===== config.mk =====
export PLATFORM = sky130hd
export DESIGN_NAME = dac_spi_writer_flat
export DESIGN_NICKNAME = d
export VERILOG_FILES = /design/src/rtl/dac_spi_writer_pkg.sv /design/src/rtl/dac_spi_writer_if.sv /design/src/rtl/dac_spi_writer_sclk_divider.sv /design/src/rtl/dac_spi_writer.sv /design/src/flat_wrapper.sv
export SDC_FILE = /design/constraint.sdc
export NUM_CORES = 1
export LEC_CHECK = 0
export ABC_AREA = 0
export CORE_ASPECT_RATIO = 0.6
export CORE_MARGIN = 5
export CORE_UTILIZATION = 57
export CTS_BUF_LIST = sky130_fd_sc_hd__clkbuf_4 sky130_fd_sc_hd__clkbuf_8 sky130_fd_sc_hd__clkbuf_16
export CTS_CLUSTER_SIZE = 10
export DETAILED_ROUTE_END_ITERATION = 10
export HOLD_SLACK_MARGIN = 0.05
export PLACE_DENSITY = 0.92
export SLEW_MARGIN = 20
export SYNTH_ARGS = -nofsm -noshare
export SYNTH_HDL_FRONTEND = slang
export SYNTH_SLANG_ARGS = --single-unit

===== constraint.sdc =====
create_clock -name clk -period 5.65 [get_ports clk]
set_clock_uncertainty 0.05 [all_clocks]
set_input_delay 0.8475 -clock clk [delete_from_list [all_inputs] [get_ports clk]]
set_output_delay 0.8475 -clock clk [all_outputs]
set_load 0.01 [all_outputs]

===== src/rtl/dac_spi_writer_pkg.sv =====
// dac_spi_writer_pkg
//   Shared definitions for the DAC SPI writer: FSM state type, default
//   frame width / bit-counter width and a small constant helper.
package dac_spi_writer_pkg;

  localparam int unsigned DAC_DATA_WIDTH = 16;
  localparam int unsigned DAC_CNT_WIDTH  = $clog2(DAC_DATA_WIDTH + 1);

  typedef enum logic [2:0] {
    ST_IDLE,
    ST_SETUP,
    ST_SHIFT,
    ST_HOLD,
    ST_GAP
  } dac_state_t;

  function automatic int unsigned max2(input int unsigned a, input int unsigned b);
    return (a > b) ? a : b;
  endfunction

endpackage


===== src/rtl/dac_spi_writer_if.sv =====
// dac_spi_writer_if
//   Sample handshake between the producer (DSP/control logic) and the DAC
//   SPI writer.
//   dac_valid / dac_data : producer -> writer, word offered for transmission
//   dac_ready            : writer -> producer, word accepted on valid&&ready
//   dac_busy             : writer -> producer, frame in progress
//   dac_done             : writer -> producer, one-cycle end-of-frame pulse
//   master modport = producer side, slave modport = writer side.
interface dac_spi_writer_if #(
  parameter int unsigned DATA_WIDTH = 16
) ();
  logic                  dac_valid;
  logic [DATA_WIDTH-1:0] dac_data;
  logic                  dac_ready;
  logic                  dac_busy;
  logic                  dac_done;

  modport master (output dac_valid, dac_data, input dac_ready, dac_busy, dac_done);
  modport slave  (input dac_valid, dac_data, output dac_ready, dac_busy, dac_done);
endinterface


===== src/rtl/dac_spi_writer_sclk_divider.sv =====
// dac_spi_writer_sclk_divider
//   Serial-clock generator. While en is high it counts CLK_DIV system clocks
//   per half-period and toggles a registered sclk, starting low. fall is a
//   one-cycle enable coinciding with the clock edge on which sclk drops.
//   Dropping en forces sclk low and restarts the count.
//   Ports: clk, rstn (async active low), en, sclk, fall.
module dac_spi_writer_sclk_divider #(
  parameter int unsigned CLK_DIV = 2
) (
  input  logic clk,
  input  logic rstn,
  input  logic en,
  output logic sclk,
  output logic fall
);

  localparam int unsigned CW = (CLK_DIV > 1) ? $clog2(CLK_DIV) : 1;
  localparam logic [CW-1:0] TC = CW'(CLK_DIV - 1);

  logic [CW-1:0] cnt;
  logic          tick;

  assign tick = en && (cnt == TC);
  assign fall = tick && sclk;

  always_ff @(posedge clk or negedge rstn) begin
    if (!rstn) begin
      cnt  <= '0;
      sclk <= 1'b0;
    end else if (!en) begin
      cnt  <= '0;
      sclk <= 1'b0;
    end else if (tick) begin
      cnt  <= '0;
      sclk <= ~sclk;
    end else begin
      cnt  <= cnt + CW'(1);
    end
  end

endmodule


===== src/rtl/dac_spi_writer.sv =====
// dac_spi_writer
//   SPI mode-0, MSB-first master writing parallel samples to a serial DAC.
//   One word is taken per valid/ready handshake; frame is
//   SETUP (CS_SETUP) -> SHIFT (DATA_WIDTH bits of 2*CLK_DIV cycles)
//   -> HOLD (CS_HOLD) -> GAP (idle gap) -> IDLE.
//   Ports: clk, rstn (async active low), dac (handshake, slave modport),
//          dac_csn, dac_sclk, dac_sdi (DAC pins, all registered),
//          dac_ldacn (load strobe, only when DAC_LDAC_EN is defined).
//   Build option DAC_LDAC_EN: adds a 2-cycle active-low LDAC pulse after csn
//   rises and stretches the idle gap to at least 2 cycles.
module dac_spi_writer
  import dac_spi_writer_pkg::*;
#(
  parameter int unsigned DATA_WIDTH = DAC_DATA_WIDTH,
  parameter int unsigned CLK_DIV    = 2,
  parameter int unsigned CS_SETUP   = 1,
  parameter int unsigned CS_HOLD    = 1,
  parameter int unsigned IDLE_GAP   = 2
) (
  input  logic             clk,
  input  logic             rstn,
  dac_spi_writer_if.slave  dac,
  output logic             dac_csn,
  output logic             dac_sclk,
  output logic             dac_sdi
`ifdef DAC_LDAC_EN
  ,
  output logic             dac_ldacn
`endif
);

`ifdef DAC_LDAC_EN
  localparam int unsigned GAP_LEN = max2(IDLE_GAP, 2);
`else
  localparam int unsigned GAP_LEN = IDLE_GAP;
`endif
  localparam int unsigned PH_MAX = max2(max2(CS_SETUP, CS_HOLD), max2(GAP_LEN, 1));
  localparam int unsigned PW     = $clog2(PH_MAX + 1);
  localparam int unsigned BW     = $clog2(DATA_WIDTH + 1);

  dac_state_t            state, state_n;
  logic [PW-1:0]         ph_cnt;
  logic [BW-1:0]         bit_cnt;
  logic [DATA_WIDTH-1:0] sr;
  logic                  ready_q, done_q, csn_q;
  logic                  accept, sclk_fall, last_fall, hold_exit;

  dac_spi_writer_sclk_divider #(.CLK_DIV(CLK_DIV)) u_div (
    .clk  (clk),
    .rstn (rstn),
    .en   (state == ST_SHIFT),
    .sclk (dac_sclk),
    .fall (sclk_fall)
  );

  assign accept    = dac.dac_valid && ready_q;
  assign last_fall = (state == ST_SHIFT) && sclk_fall && (bit_cnt == BW'(DATA_WIDTH - 1));
  assign hold_exit = (state == ST_HOLD) && (ph_cnt == PW'(CS_HOLD - 1));

  always_comb begin
    state_n = state;
    unique case (state)
      ST_IDLE:  if (accept) state_n = ST_SETUP;
      ST_SETUP: if (ph_cnt == PW'(CS_SETUP - 1)) state_n = ST_SHIFT;
      ST_SHIFT: if (last_fall) state_n = ST_HOLD;
      ST_HOLD:  if (hold_exit) state_n = (GAP_LEN == 0) ? ST_IDLE : ST_GAP;
      ST_GAP:   if (ph_cnt == PW'(GAP_LEN - 1)) state_n = ST_IDLE;
      default:  state_n = ST_IDLE;
    endcase
  end

  // ready/csn are registered from the next state so they change on the same
  // edge as the state itself and never glitch.
  always_ff @(posedge clk or negedge rstn) begin
    if (!rstn) begin
      state   <= ST_IDLE;
      ph_cnt  <= '0;
      bit_cnt <= '0;
      sr      <= '0;
      ready_q <= 1'b0;
      done_q  <= 1'b0;
      csn_q   <= 1'b1;
    end else begin
      state   <= state_n;
      ready_q <= (state_n == ST_IDLE);
      done_q  <= hold_exit;
      csn_q   <= !((state_n == ST_SETUP) || (state_n == ST_SHIFT) || (state_n == ST_HOLD));

      if ((state_n != state) || (state == ST_IDLE) || (state == ST_SHIFT))
        ph_cnt <= '0;
      else
        ph_cnt <= ph_cnt + PW'(1);

      if (accept)
        bit_cnt <= '0;
      else if ((state == ST_SHIFT) && sclk_fall)
        bit_cnt <= bit_cnt + BW'(1);

      // sdi is the MSB of the shift register; it moves only on sclk falls
      // (not after the last bit, so the LSB is held through HOLD) and is
      // cleared as csn rises so sdi stays low while deselected.
      if (accept)
        sr <= dac.dac_data;
      else if ((state == ST_SHIFT) && sclk_fall && !last_fall)
        sr <= {sr[DATA_WIDTH-2:0], 1'b0};
      else if (hold_exit)
        sr <= '0;
    end
  end

  assign dac.dac_ready = ready_q;
  assign dac.dac_busy  = (state != ST_IDLE);
  assign dac.dac_done  = done_q;
  assign dac_csn       = csn_q;
  assign dac_sdi       = sr[DATA_WIDTH-1];

`ifdef DAC_LDAC_EN
  logic ldac_d;
  always_ff @(posedge clk or negedge rstn) begin
    if (!rstn) begin
      ldac_d    <= 1'b0;
      dac_ldacn <= 1'b1;
    end else begin
      ldac_d    <= done_q;
      dac_ldacn <= !(done_q || ldac_d);
    end
  end
`endif

endmodule

===== src/flat_wrapper.sv =====
// flat-port wrapper written by rule: the top's interface ports become plain ports
module dac_spi_writer_flat import dac_spi_writer_pkg::*;
#(
  parameter int unsigned DATA_WIDTH = DAC_DATA_WIDTH,
  parameter int unsigned CLK_DIV    = 2,
  parameter int unsigned CS_SETUP   = 1,
  parameter int unsigned CS_HOLD    = 1,
  parameter int unsigned IDLE_GAP   = 2
)
  (clk, rstn, dac_csn, dac_sclk, dac_sdi, dac_dac_valid, dac_dac_data, dac_dac_ready, dac_dac_busy, dac_dac_done);
  dac_spi_writer_if #(.DATA_WIDTH(DATA_WIDTH)) dac_i ();
  input  logic clk;
  input  logic rstn;
  output logic dac_csn;
  output logic dac_sclk;
  output logic dac_sdi;
  input wire logic [$bits(dac_i.dac_valid)-1:0] dac_dac_valid;
  input wire logic [$bits(dac_i.dac_data)-1:0] dac_dac_data;
  output wire logic [$bits(dac_i.dac_ready)-1:0] dac_dac_ready;
  output wire logic [$bits(dac_i.dac_busy)-1:0] dac_dac_busy;
  output wire logic [$bits(dac_i.dac_done)-1:0] dac_dac_done;
  assign dac_i.dac_valid = dac_dac_valid;
  assign dac_i.dac_data = dac_dac_data;
  assign dac_dac_ready = dac_i.dac_ready;
  assign dac_dac_busy = dac_i.dac_busy;
  assign dac_dac_done = dac_i.dac_done;
  dac_spi_writer #(.DATA_WIDTH(DATA_WIDTH), .CLK_DIV(CLK_DIV), .CS_SETUP(CS_SETUP), .CS_HOLD(CS_HOLD), .IDLE_GAP(IDLE_GAP)) u_core (.clk(clk), .rstn(rstn), .dac(dac_i), .dac_csn(dac_csn), .dac_sclk(dac_sclk), .dac_sdi(dac_sdi));
endmodule

==> metrics.csv, run 1 <==
stage,metric,value,unit
outcome,outcome,"finished, final reports clean",
synth,synth-seq-cells,31,
synth,synthDominantCellAreaShare,0.461,
floorplanning,core_area,2800,sq um
placed_design,place_inst,219,
layout,stdcell_count,227,
critical_path,startpoint_type_of_the_worst_setup_path,register,
drt,drt-wirelength-per-cell,16.2,um
global_route,grt_pass1_wl,6240,um
floorplanning,height_of_the_die,51.4,um
synth,seq_area_frac_synth,0.477,
timing,timing_worst_slew_pin_value,1.04,ns
critical_path,cp_num_buf_inv,0,
drt,route.detailed.drc,0,
synth,synth_cells,173,
critical_path,worstPathRequired,5.77,ns
clock_tree,h_tree_levels,2,
synth,synth_area_leader_cell,dfrtp_1,
floorplanning,initial_standard_cell_utilization_of_the_core,0.583,
drt,drt_pre_antenna_iters,4,
critical_path,critPathTopFamily,simple AND/OR/NAND/NOR gates,
critical_path,worst-r2r-setup-slack,2.96,ns
drt,drt.antenna.violating_nets,0,
drt,num_vias,1398,
timing,timing.final.crit_period,2.69,ns
global_route,grt_remaining_overflow,0,
synth,synth_fp_nets,196,
clock_tree,cts_root_buffer,clkbuf_8,
placed_design,number_of_buffers_added_on_ports,24,
global_route,track_usage,0.205,
floorplanning,die_area,4060,sq um
synth,ranking_of_synthesized_cells_by_area,"dfrtp_1 46%, o211ai_1 7.8%, o31a_1 6.5%",
min_path,worst_hold_path_type,reg2reg,
floorplanning,placement_rows,15,
synth,synth_area_per_cell,9.42,sq um
timing,fin_setup_tns,0,ns
synth,yosys_warnings,0,
synth,ys_types,38,
layout,final_net_count,215,
layout,layout-drive-gt1-share,0.0622,
power,irDropWorstVdd,0.000138,V
synth,synth.cell_area,1630,sq um
placed_design,place.detailed.hpwl,2530,um
clock_tree,cts_resized,0,
critical_path,critical_path.max_stage_delay,0.76,ns
critical_path,setup.worst_path.end_class,register,
drt,postRouteWirelength,3680,um
timing,hold_violation_count_in_the_final_report,0,
clock_tree,tritoncts_num_sinks,31,
critical_path,cp_data_arrival_time,2.81,ns
global_route,antenna_violations_before_repair,0,
power,power.density,220,nW/um^2
layout,multiInputGateArea,727,sq um
layout,area.growth.synth_to_final,20.4,%
critical_path,cp_max_fo,28,
global_route,via_count_of_the_first_global_routing_pass,1339,
clock_tree,max-clock-path-buffers,2,
drt,detailedRoute.firstIterationViolations,140,
global_route,grt_start_max_net_pins,39,
placed_design,routabilityCongestion,0.839,
clock_tree,postCtsSetupRepairBufs,0,
floorplanning,die_w,79.0,um
timing,timing.final.max_slew_violations,0,
clock_tree,hold_fix_buffers_at_cts,0,
power,static-leakage-power,0.821,nW
clock_tree,clkTransAtPathRegs,0.06,ns
drt,post_drt_via_cell_ratio,6.16,
layout,fillers,227,
critical_path,crit_chain,"ha_1, and3_1, ha_1, nand3b_1, or2_1, a22o_1",
critical_path,critical-path-slowest-cell,nand3b_1,
clock_tree,insertion_delay,0.28,ns
floorplanning,pin_count,25,
clock_tree,clock_tree_from_tritoncts,done,
layout,register_area,777,sq um
clock_tree,cts_buffers,5,
critical_path,cp_common_cell,ha_1,
timing,max_freq,372,MHz
critical_path,path_class,reg2reg,
job,timing.max_cap.violations,0,
timing,maxSlewHeadroom,0.302,
timing,timing.final.crit_share,0.475,
timing,rsz0062_at_grt,no,
timing,setup_violations,0,
layout,antenna_cells,0,
routing by layer:
| layer | GRT usage | share of wire | vias up |
|---|---|---|---|
| li1 | - | - | 657 |
| met4 | 0.114 | 0.031 | 0 |
| met3 | 0.0651 | 0.052 | 13 |
| met1 | 0.266 | 0.46 | 691 |
| met5 | 0 | 0 | - |
| met2 | 0.306 | 0.46 | 37 |
layout by cell type, fill, tap and decap left out, drive strengths merged, types with 2 or more instances in the layout:
master | netlist | final
o31a | 12 | 12
clkbuf | 9 | 8
and2 | 2 | 2
or3 | 2 | 2
or4 | 2 | 2
nand2 | 8 | 8
o31ai | 3 | 3
nand2b | 2 | 2
dfrtp | 30 | 30
nor2 | 17 | 17
clkdlybuf4s50 | 0 | 24
ha | 4 | 4
and3 | 2 | 2
nand3 | 2 | 2
inv | 17 | 17
a21oi | 19 | 19
o21ai | 2 | 2
o211ai | 17 | 17
a21boi | 2 | 2
nand3b | 2 | 2
per-stage QoR:
step	hold slack (ns)	cell area, sq um	setup slack (ns)	util	total power, mW
after floorplan	0.380	1630	3.71	-	0.226
after global placement	0.394	1860	3.02	0.664	0.244
after detailed placement	0.412	1860	2.95	0.664	0.244
after CTS	0.420	1960	3.03	0.702	0.437
after global routing	0.443	1960	2.82	0.702	0.452
final	0.412	1960	2.96	0.702	0.432
cells in the mapped netlist:
cell and instances:
or4_1 2, or3_1 2, a21oi_1 19, buf_2 1, nor3_1 1, a21boi_0 2
nor3b_1 1, dfrtp_1 30, xnor2_1 1, a211oi_1 1, o31ai_1 3, o21ai_1 2
and2_1 2, nor2b_1 1, buf_4 1, o32a_1 1, and3_1 2, a21o_1 1
clkbuf_1 9, nor2_1 17, buf_6 1, o2111ai_1 1, nand3_1 2, buf_1 1
or2_1 1, nand2_1 8, dfstp_2 1, nand4bb_1 1, inv_1 17, a22o_1 1
ha_1 4, nand2b_1 2, nand4b_1 1, a21bo_2 1, o31a_1 12, nand3b_1 2
or3b_4 1, o211ai_1 17
sequential cells by signal (all words and copies together) (netlist names):
name                  cells
u_core.dac.dac_done       1
u_core.u_div.sclk         1
u_core.u_div.cnt          1
u_core.ph_cnt             2
u_core.dac.dac_ready      1
u_core.dac_csn            1
u_core.sr                16
u_core.bit_cnt            5
u_core.state              3
worst paths after layout:
| check | startpoint | to | cells after the start |
|---|---|---|---|
| worst max register to register | u_core.bit_cnt[0] | u_core.sr[0] | 6 |
| worst max-delay path | u_core.bit_cnt[0] | u_core.sr[0] | 6 |
| worst min register to register | u_core.ph_cnt[0] | u_core.ph_cnt[0] | 1 |
| max in group asynchronous | rstn | u_core.dac_csn | 2 |
| min in group asynchronous | rstn | u_core.sr[9] | 2 |
| worst min-delay path | u_core.ph_cnt[0] | u_core.ph_cnt[0] | 1 |
report_power, final:
group | switching, mW | leakage, nW | internal [mW]
Combinational | 0.00639 | 0.367 | 0.0113
Sequential | 0 | 0.399 | 0.222
Clock | 0.0760 | 0.0549 | 0.116
cell type report:
class,count,area share
clock buffers,8,0.0529
inverters,17,0.0325
multi-input cells,112,0.371
flip-flops and latches,31,0.396
well taps,34,0.0217
repair buffers,25,0.126
cells by family (layout without fill, tap and decap cells):
logic type	Yosys count	count (layout)	share of synthesized area
compound gates	61	61	0.263
xor+xnor	1	1	0.00538
buf+inv	30	50	0.0768
simple gates	46	46	0.147
fa+ha+maj	4	4	0.0307
flops	31	31	0.477
(Power assumes the default switching activity.)
==> run 2, diff against run 1 <==
--- a/config.mk
+++ b/config.mk
@@ -8,12 +8,12 @@
 export ABC_AREA = 0
 export CORE_ASPECT_RATIO = 0.6
 export CORE_MARGIN = 5
-export CORE_UTILIZATION = 57
+export CORE_UTILIZATION = 48
 export CTS_BUF_LIST = sky130_fd_sc_hd__clkbuf_4 sky130_fd_sc_hd__clkbuf_8 sky130_fd_sc_hd__clkbuf_16
 export CTS_CLUSTER_SIZE = 10
 export DETAILED_ROUTE_END_ITERATION = 10
 export HOLD_SLACK_MARGIN = 0.05
-export PLACE_DENSITY = 0.92
+export PLACE_DENSITY = 0.83
 export SLEW_MARGIN = 20
 export SYNTH_ARGS = -nofsm -noshare
 export SYNTH_HDL_FRONTEND = slang
==> constraint.sdc (replaced) <==
create_clock -name clk -period 2.4 [get_ports clk]
set_clock_uncertainty 0.05 [all_clocks]
set_input_delay 0.36 -clock clk [delete_from_list [all_inputs] [get_ports clk]]
set_output_delay 0.36 -clock clk [all_outputs]
set_load 0.01 [all_outputs]
==> run 2 against run 1 <==
Compared with the run above: die area is 16% higher; combinational power grew 140%; non-clock buffer count up 4; via count is 2.8% lower; final cell count rose by 6.6%; critical path type is now reg2out; largest cell class unchanged.
==> metrics.csv, run 2 (synthesis results as in run 1) <==
stage,metric,value,unit
drt,route.met2.wl,1670,um
timing,maxSlewHeadroom,0.708,
drt,drt_pre_antenna_iters,5,
placed_design,number_of_buffers_added_on_ports,24,
critical_path,crit_chain,"or3_1, clkdlybuf4s50_1",
critical_path,worst_r2r_startpoint,u_core.bit_cnt[0],
clock_tree,cts_buffers,5,
global_route,via_count_of_the_first_global_routing_pass,1384,
layout,largest_reg_flops,16,
clock_tree,h_tree_levels,2,
critical_path,cp_max_fo,8,
timing,max_freq,497,MHz
floorplanning,initial_standard_cell_utilization_of_the_core,0.499,
clock_tree,insertion_delay,0.28,ns
drt,drt.antenna.violating_nets,0,
outcome,outcome,"finished, final reports clean",
timing,timing_worst_slew_pin_value,0.437,ns
job,timing.max_cap.violations,0,
critical_path,critPathTopFamily,buffers and inverters,
global_route,grt_start_max_net_pins,39,
clock_tree,tritoncts_num_sinks,31,
timing,setup_violations,0,
critical_path,critical-path-slowest-cell,clkdlybuf4s50_1,
clock_tree,clock_tree_from_tritoncts,done,
layout,layout_common_cells,"30 x dfrtp_1, 24 x clkdlybuf4s50_1, 19 x a21oi_1",
drt,wl_met1,1770,um
min_path,worst_hold_path_type,in2async,
global_route,antenna_violations_before_repair,0,
floorplanning,placement_rows,16,
clock_tree,max-clock-path-buffers,2,
timing,timing.final.crit_period,2.01,ns
clock_tree,hold_fix_buffers_at_cts,0,
drt,route.detailed.drc,0,
timing,timing.final.max_slew_violations,0,
critical_path,setup.worst_path.end_class,output pin,
drt,wl_met3,228,um
critical_path,cp_num_buf_inv,1,
drt,post_drt_via_cell_ratio,5.62,
global_route,track_usage,0.179,
floorplanning,height_of_the_die,55.1,um
layout,layout-drive-gt1-share,0.0812,
critical_path,path_class,reg2out,
layout,layout_commonest_cell,dfrtp_1,
critical_path,worstPathRequired,1.99,ns
power,power.density,499,nW/um^2
drt,drt-wirelength-per-cell,15.3,um
floorplanning,die_w,85.2,um
global_route,grt_pass1_wl,6490,um
drt,postRouteWirelength,3710,um
critical_path,critical_path.max_stage_delay,0.48,ns
floorplanning,die_area,4700,sq um
placed_design,place.detailed.hpwl,2540,um
drt,detailedRoute.firstIterationViolations,160,
layout,area.growth.synth_to_final,22.6,%
layout,final_net_count,219,
timing,hold_violation_count_in_the_final_report,0,
clock_tree,cts_resized,0,
clock_tree,cts_root_buffer,clkbuf_8,
drt,topRoutingLayerUsed,met4,
critical_path,startpoint_type_of_the_worst_setup_path,register,
layout,register_containing_the_most_flip_flops_in_the_final_layout,u_core.sr,
power,total_power,997,uW
power,irDropWorstVdd,0.000349,V
floorplanning,pin_count,25,
global_route,grt_remaining_overflow,0,
clock_tree,clkTransAtPathRegs,0.06,ns
critical_path,cp_data_arrival_time,1.60,ns
timing,timing.final.crit_share,0.839,
placed_design,routabilityCongestion,0.813,
critical_path,crit_start,u_core.state[2],
drt,num_vias,1359,
power,static-leakage-power,0.835,nW
layout,antenna_cells,0,
floorplanning,core_area,3260,sq um
layout,largest_regs,"u_core.sr x16, u_core.bit_cnt x5, u_core.state x3",
timing,fin_setup_tns,0,ns
clock_tree,postCtsSetupRepairBufs,0,
timing,rsz0062_at_grt,no,
## run 2: final timing paths
path / end / slack (ns) / cells past startpoint
max in group asynchronous: u_core.dac_csn / 1.57 / 2
worst min-delay path: u_core.state[1] / 0.42 / 2
worst max register to register: u_core.sr[0] / 0.44 / 7
worst max-delay path: dac_dac_busy / 0.39 / 2
worst min register to register: u_core.ph_cnt[0] / 0.42 / 1
min in group clk: u_core.ph_cnt[0] / 0.42 / 1
## run 2: cell type report
| cell class | count | area (sq um) |
|---|---|---|
| fill | 273 | 1270 |
| sequential | 31 | 777 |
| multi-input combinational | 112 | 727 |
| timing repair buffer | 29 | 278 |
| clock buffer | 7 | 90.1 |
| inverter | 17 | 63.8 |
| tap | 45 | 56.3 |
| clock inverter | 1 | 5.00 |
## run 2: power by group
part	internal [mW]	leakage [nW]	switching [mW]	total [mW]
Sequential	0.523	0.399	0	0.523
Combinational	0.0267	0.384	0.0159	0.0425
Clock	0.242	0.0517	0.189	0.432
## run 2: stage by stage
stage	setup WS [ns]	util	cells	hold WS [ns]	instance area, sq um
2_1_floorplan	0.457	-	173	0.0144	1630
5_1_grt	0.315	0.612	242	0.441	2000
3_5_place_dp	0.432	0.583	234	0.411	1900
4_1_cts	0.372	0.612	242	0.419	2000
6_report	0.387	0.612	242	0.419	2000
3_3_place_gp	0.491	0.583	234	0.389	1900
## run 2: per-layer routing
| metal | GRT usage | vias to the layer above |
|---|---|---|
| li1 | - | 663 |
| met1 | 0.232 | 650 |
| met2 | 0.285 | 41 |
| met3 | 0.0577 | 5 |
| met4 | 0.0711 | 0 |
| met5 | 0 | - |
==> run 3, diff against run 2 <==
==> constraint.sdc (replaced) <==
create_clock -name clk -period 1.7 [get_ports clk]
set_clock_uncertainty 0.05 [all_clocks]
set_input_delay 0.255 -clock clk [delete_from_list [all_inputs] [get_ports clk]]
set_output_delay 0.255 -clock clk [all_outputs]
set_load 0.01 [all_outputs]
==> run 3 against run 2 <==
Compared with the run above: first-iteration DRC count down 13%; register-to-register slack got worse by 0.55 ns; the flow now finishes with violations (setup timing); largest cell class is now multi-input combinational cells; hold slack got worse by 0.10 ns.
==> metrics.csv, run 3 (synthesis results as in run 1) <==
stage,metric,value,unit
layout,fillers,259,
power,irDropWorstVdd,0.000504,V
timing,postLayoutSetupSlackWorst,-0.110,ns
floorplanning,placement_rows,16,
drt,post_drt_via_cell_ratio,5.53,
outcome,violations,setup timing,
floorplanning,die_area,4700,sq um
layout,antenna_cells,0,
placed_design,preCtsSetupSlack,-0.0909,ns
clock_tree,insertion_delay,0.28,ns
critical_path,startpoint_type_of_the_worst_setup_path,register,
power,power.density,648,nW/um^2
drt,route.detailed.drc,0,
clock_tree,hold_fix_buffers_at_cts,0,
layout,layout_commonest_cell,dfrtp_1,
global_route,grt_start_max_net_pins,32,
job,timing.max_cap.violations,0,
floorplanning,height_of_the_die,55.1,um
clock_tree,clkTransAtPathRegs,0.07,ns
critical_path,path_class,reg2reg,
critical_path,cp_max_fo,10,
floorplanning,initial_standard_cell_utilization_of_the_core,0.499,
clock_tree,max-clock-path-buffers,2,
timing,timing_worst_slew_pin_value,0.389,ns
clock_tree,cts_root_buffer,clkbuf_8,
critical_path,cp_data_arrival_time,1.97,ns
critical_path,worst-r2r-setup-slack,-0.11,ns
drt,drt-wirelength-per-cell,15.3,um
layout,layout-drive-gt1-share,0.179,
timing,maxSlewHeadroom,0.741,
min_path,worst_hold_path_type,in2async,
timing,timing.final.crit_share,1.06,
layout,area.growth.synth_to_final,30.9,%
layout,layout_common_cells,"29 x dfrtp_1, 23 x clkdlybuf4s50_1, 17 x inv_1, 17 x nor2_1, 17 x o211ai_1",
timing,setup_violations,15,
drt,drt.antenna.violating_nets,0,
global_route,track_usage,0.175,
clock_tree,clock_tree_from_tritoncts,done,
timing,hold_violation_count_in_the_final_report,0,
timing,max_freq,553,MHz
layout,largest_reg_flops,16,
power,p_comb_frac,0.043,
power,netSwitchingFraction,0.208,
clock_tree,h_tree_levels,2,
placed_design,number_of_buffers_added_on_ports,24,
global_route,via_count_of_the_first_global_routing_pass,1427,
placed_design,place.detailed.hpwl,2700,um
placed_design,routabilityCongestion,0.827,
layout,register_containing_the_most_flip_flops_in_the_final_layout,u_core.sr,
critical_path,setup.worst_path.end_class,register,
timing,timing.final.max_slew_violations,0,
power,static-leakage-power,0.887,nW
floorplanning,pin_count,25,
drt,drt_pre_antenna_iters,4,
power,intPower,1.09,mW
floorplanning,die_w,85.2,um
drt,detailedRoute.firstIterationViolations,139,
global_route,grt_pass1_wl,6300,um
layout,final_net_count,229,
critical_path,worstPathRequired,1.86,ns
floorplanning,core_area,3260,sq um
global_route,grt_remaining_overflow,0,
power,seq_power_share,0.534,
drt,num_vias,1393,
power,power.share.clock,0.423,
timing,rsz0062_at_grt,yes,
timing,whs,0.316,ns
layout,largest_regs,"u_core.sr x16, u_core.bit_cnt x5, u_core.state x3",
power,p_switching,287,uW
global_route,antenna_violations_before_repair,0,
drt,postRouteWirelength,3840,um
clock_tree,tritoncts_num_sinks,31,
outcome,outcome,"complete, but fails checks",
clock_tree,cts_buffers,5,
timing,timing.final.crit_period,1.81,ns
## run 3: cell types whose count changed in the layout (fill, tap and decap cells not counted), moves of 2 or more
cell / change
buf_4: +7
a21oi_1: -6
a21oi_2: +6
ha_1: -2
## run 3: final cells by class
cell class | instances | area (sq um) | share of cell area
Sequential cell | 31 | 778 | 0.365
Multi-Input combinational cell | 113 | 785 | 0.368
Tap cell | 45 | 56.3 | 0.0264
Inverter | 17 | 63.8 | 0.0299
Clock buffer | 7 | 83.8 | 0.0393
Clock inverter | 1 | 5.00 | 0.00235
Timing Repair Buffer | 38 | 360 | 0.169
## run 3: critical path: stages, from the launching register on
cell,delay [ns]
dfrtp_1,0.39
ha_2,0.19
and3_4,0.15
ha_4,0.15
nand3b_1,0.20
buf_4,0.20
o31a_1,0.26
a21oi_2,0.15
## run 3: through the flow
stage	cells	setup TNS (ns)	power [mW]	instance area, sq um	utilization
floorplan	173	-1.33	0.752	1670	-
finish	252	-0.947	1.38	2130	0.653
detailed placement	241	-0.806	0.811	1990	0.609
global route	252	-2.29	1.43	2130	0.653
global placement	241	-0.0235	0.810	1990	0.609
CTS	249	-0.987	1.39	2080	0.638
## run 3: path summary, 6_finish.rpt
check / startpoint / end / cells after the start
worst max-delay path: u_core.bit_cnt[1] / u_core.sr[1] / 7
worst min-delay path: rstn / u_core.sr[14] / 2
worst max register to register: u_core.bit_cnt[1] / u_core.sr[1] / 7
worst min register to register: u_core.ph_cnt[0] / u_core.ph_cnt[0] / 1
max in group asynchronous: rstn / u_core.dac_csn / 2
min in group clk: u_core.ph_cnt[0] / u_core.ph_cnt[0] / 1
## run 3: per-layer routing
metal | part of all wire | GRT usage | vias to the layer above
li1 | - | - | 683
met1 | 0.49 | 0.216 | 669
met2 | 0.43 | 0.290 | 36
met3 | 0.064 | 0.0607 | 5
met4 | 0.011 | 0.0632 | 0
met5 | 0 | 0 | -
## run 3: repair_timing
| action | CTS | global route |
|---|---|---|
| endpoints found under the setup margin | 18 | 18 |
| resized for setup | 4 | 6 |
| cloned | 0 | 1 |
| buffers inserted | 0 | 2 |
| hold endpoints to repair | 0 | 0 |
## run 3: power groups by stage
| stage | Clock, mW | Sequential [mW] | Combinational, mW |
|---|---|---|---|
| 3_3_place_gp | 0 | 0.751 | 0.0588 |
| 6_report | 0.585 | 0.738 | 0.0591 |
| 3_5_place_dp | 0 | 0.751 | 0.0600 |
| 2_1_floorplan | 0 | 0.752 | 0.000258 |
| 4_1_cts | 0.593 | 0.738 | 0.0606 |
| 5_1_grt | 0.626 | 0.737 | 0.0649 |
==> RTL change (flow settings as in run 3) <==
`IDLE_GAP` is set to 2 in 2 places; all go to 1.
--- a/src/rtl/dac_spi_writer.sv
+++ b/src/rtl/dac_spi_writer.sv
@@ -15,7 +15,7 @@
   parameter int unsigned CLK_DIV    = 2,
   parameter int unsigned CS_SETUP   = 1,
   parameter int unsigned CS_HOLD    = 1,
-  parameter int unsigned IDLE_GAP   = 2
+  parameter int unsigned IDLE_GAP   = 1
 ) (
   input  logic             clk,
   input  logic             rstn,
--- a/src/flat_wrapper.sv
+++ b/src/flat_wrapper.sv
@@ -5,7 +5,7 @@
   parameter int unsigned CLK_DIV    = 2,
   parameter int unsigned CS_SETUP   = 1,
   parameter int unsigned CS_HOLD    = 1,
-  parameter int unsigned IDLE_GAP   = 2
+  parameter int unsigned IDLE_GAP   = 1
 )
   (clk, rstn, dac_csn, dac_sclk, dac_sdi, dac_dac_valid, dac_dac_data, dac_dac_ready, dac_dac_busy, dac_dac_done);
   dac_spi_writer_if #(.DATA_WIDTH(DATA_WIDTH)) dac_i ();
Function: no difference found for any inputs over 10 cycles, from zero or initial values and one cycle with rstn low; that may be too few to reach the edited logic, so the function may still have changed.
==> RTL change against run 3 <==
  * The flow still finishes with violations (setup timing)
  * Area after synthesis shrank 5.0%
  * Wire length shrank 4.2%
  * Sequential cell count shrank 1
  * Final cell count shrank 1.2%
  * First-iteration DRC count shrank 58%
  * Critical path type unchanged
  * Global-route usage shrank 0.12 points
  * Design area shrank 3.8%
  * Worst setup slack lost 0.024 ns
Power is not compared: it rests on default switching activity, and its combinational part moved more than twofold at a synthesized area within 25%.
==> RTL change: results (changes against run 3) <==
[sta]
fin_tns_setup_ns=-1.70  ; -0.749 ns
setup_viol=16  ; +1
post-route-worst-setup-slack_ns=-0.133  ; -0.0236 ns
hold_slack_ns=0.300  ; -0.0158 ns

[place]
place_area_sq_um=1910  ; -3.7%
hpwl_microns=2380  ; -12%
place.gp.congestion=0.811  ; -1.9%
dp_cells=238  ; -1.2%

[synth]
synth_seq_area_share=0.486  ; +0.00889
synth_area_leaders=dfrtp_1 47%, o31a_1 7.9%, o211ai_1 7.3%
syn_nets=189  ; -3.6%
synth_adder_area_share=0.0162  ; -0.0146
synth_compound_area_frac=0.261  ; -0.00156
synth_common_cells=29 x dfrtp_1, 20 x a21oi_1, 19 x nor2_1
ys_types=33  ; -13%
avgSynthCellArea_sq_um=9.21  ; -2.2%

[cells_and_area]
drive_gt1_frac=0.186  ; +0.00753
antenna_cells=0  ; unchanged
fin_nets=224  ; -2.2%

[route]
drt-initial-drc-count=59  ; -58%
wl_met2_microns=1610  ; -3.4%
wl_met3_microns=212  ; -13%
viasPerCell=5.35  ; -3.2%
vias=1332  ; -4.4%
routed_wl_microns=3680  ; -4.2%
met1Wirelength_microns=1800  ; -4.8%

[pwr]
seq-power_mw=1.20

[global_routing]
grt_max_degree=31  ; -3.1%
grtUsageMet2=0.277  ; -0.0134
global_route.usage.met3=0.0520  ; -0.00866
grt_use_met1=0.217  ; +0.00104
grt_pass1_wl_microns=5980  ; -5.0%
grtUsageTotal=0.173  ; -0.00121

[outcome]
violations=setup timing
outcome=complete, but fails checks

[setup_path]
arrival_ns=2.01  ; +0.04 ns
reg2reg_depth=6  ; -1
r2r_end=u_core.sr[15]
worstPathMaxFanout=3  ; -7
cp_slowest_cell=or4b_1

[RTL change: changes by cell type after synthesis, sizes merged, moves of 2 or more]
| cell | delta |
|---|---|
| a21boi | -2 |
| nor2 | +2 |
| o211ai | -2 |
| o31a | +2 |
| nand3 | +2 |
| nand2b | -2 |
| ha | -2 |
[RTL change: repair_timing]
action,CTS,global route
pin swaps,0,1
resized for setup,5,6
setup buffers,1,1
setup endpoints to repair,18,20
cloned,0,1
[RTL change: layout make-up]
class / count / area, sq um
clock buffers: 7 / 90.1
inverters: 17 / 63.8
multi-input cells: 108 / 716
repair buffers: 41 / 367
clock inverters: 1 / 5.00
flip-flops and latches: 30 / 753
well taps: 45 / 56.3
fillers: 266 / 1130
[RTL change: worst max-delay path: cells and delay by family, from the launching register on]
| family | cells | cell delay, ns |
|---|---|---|
| fa+ha+maj | 2 | 0.34 |
| flops | 1 | 0.38 |
| simple gates | 4 | 1.00 |
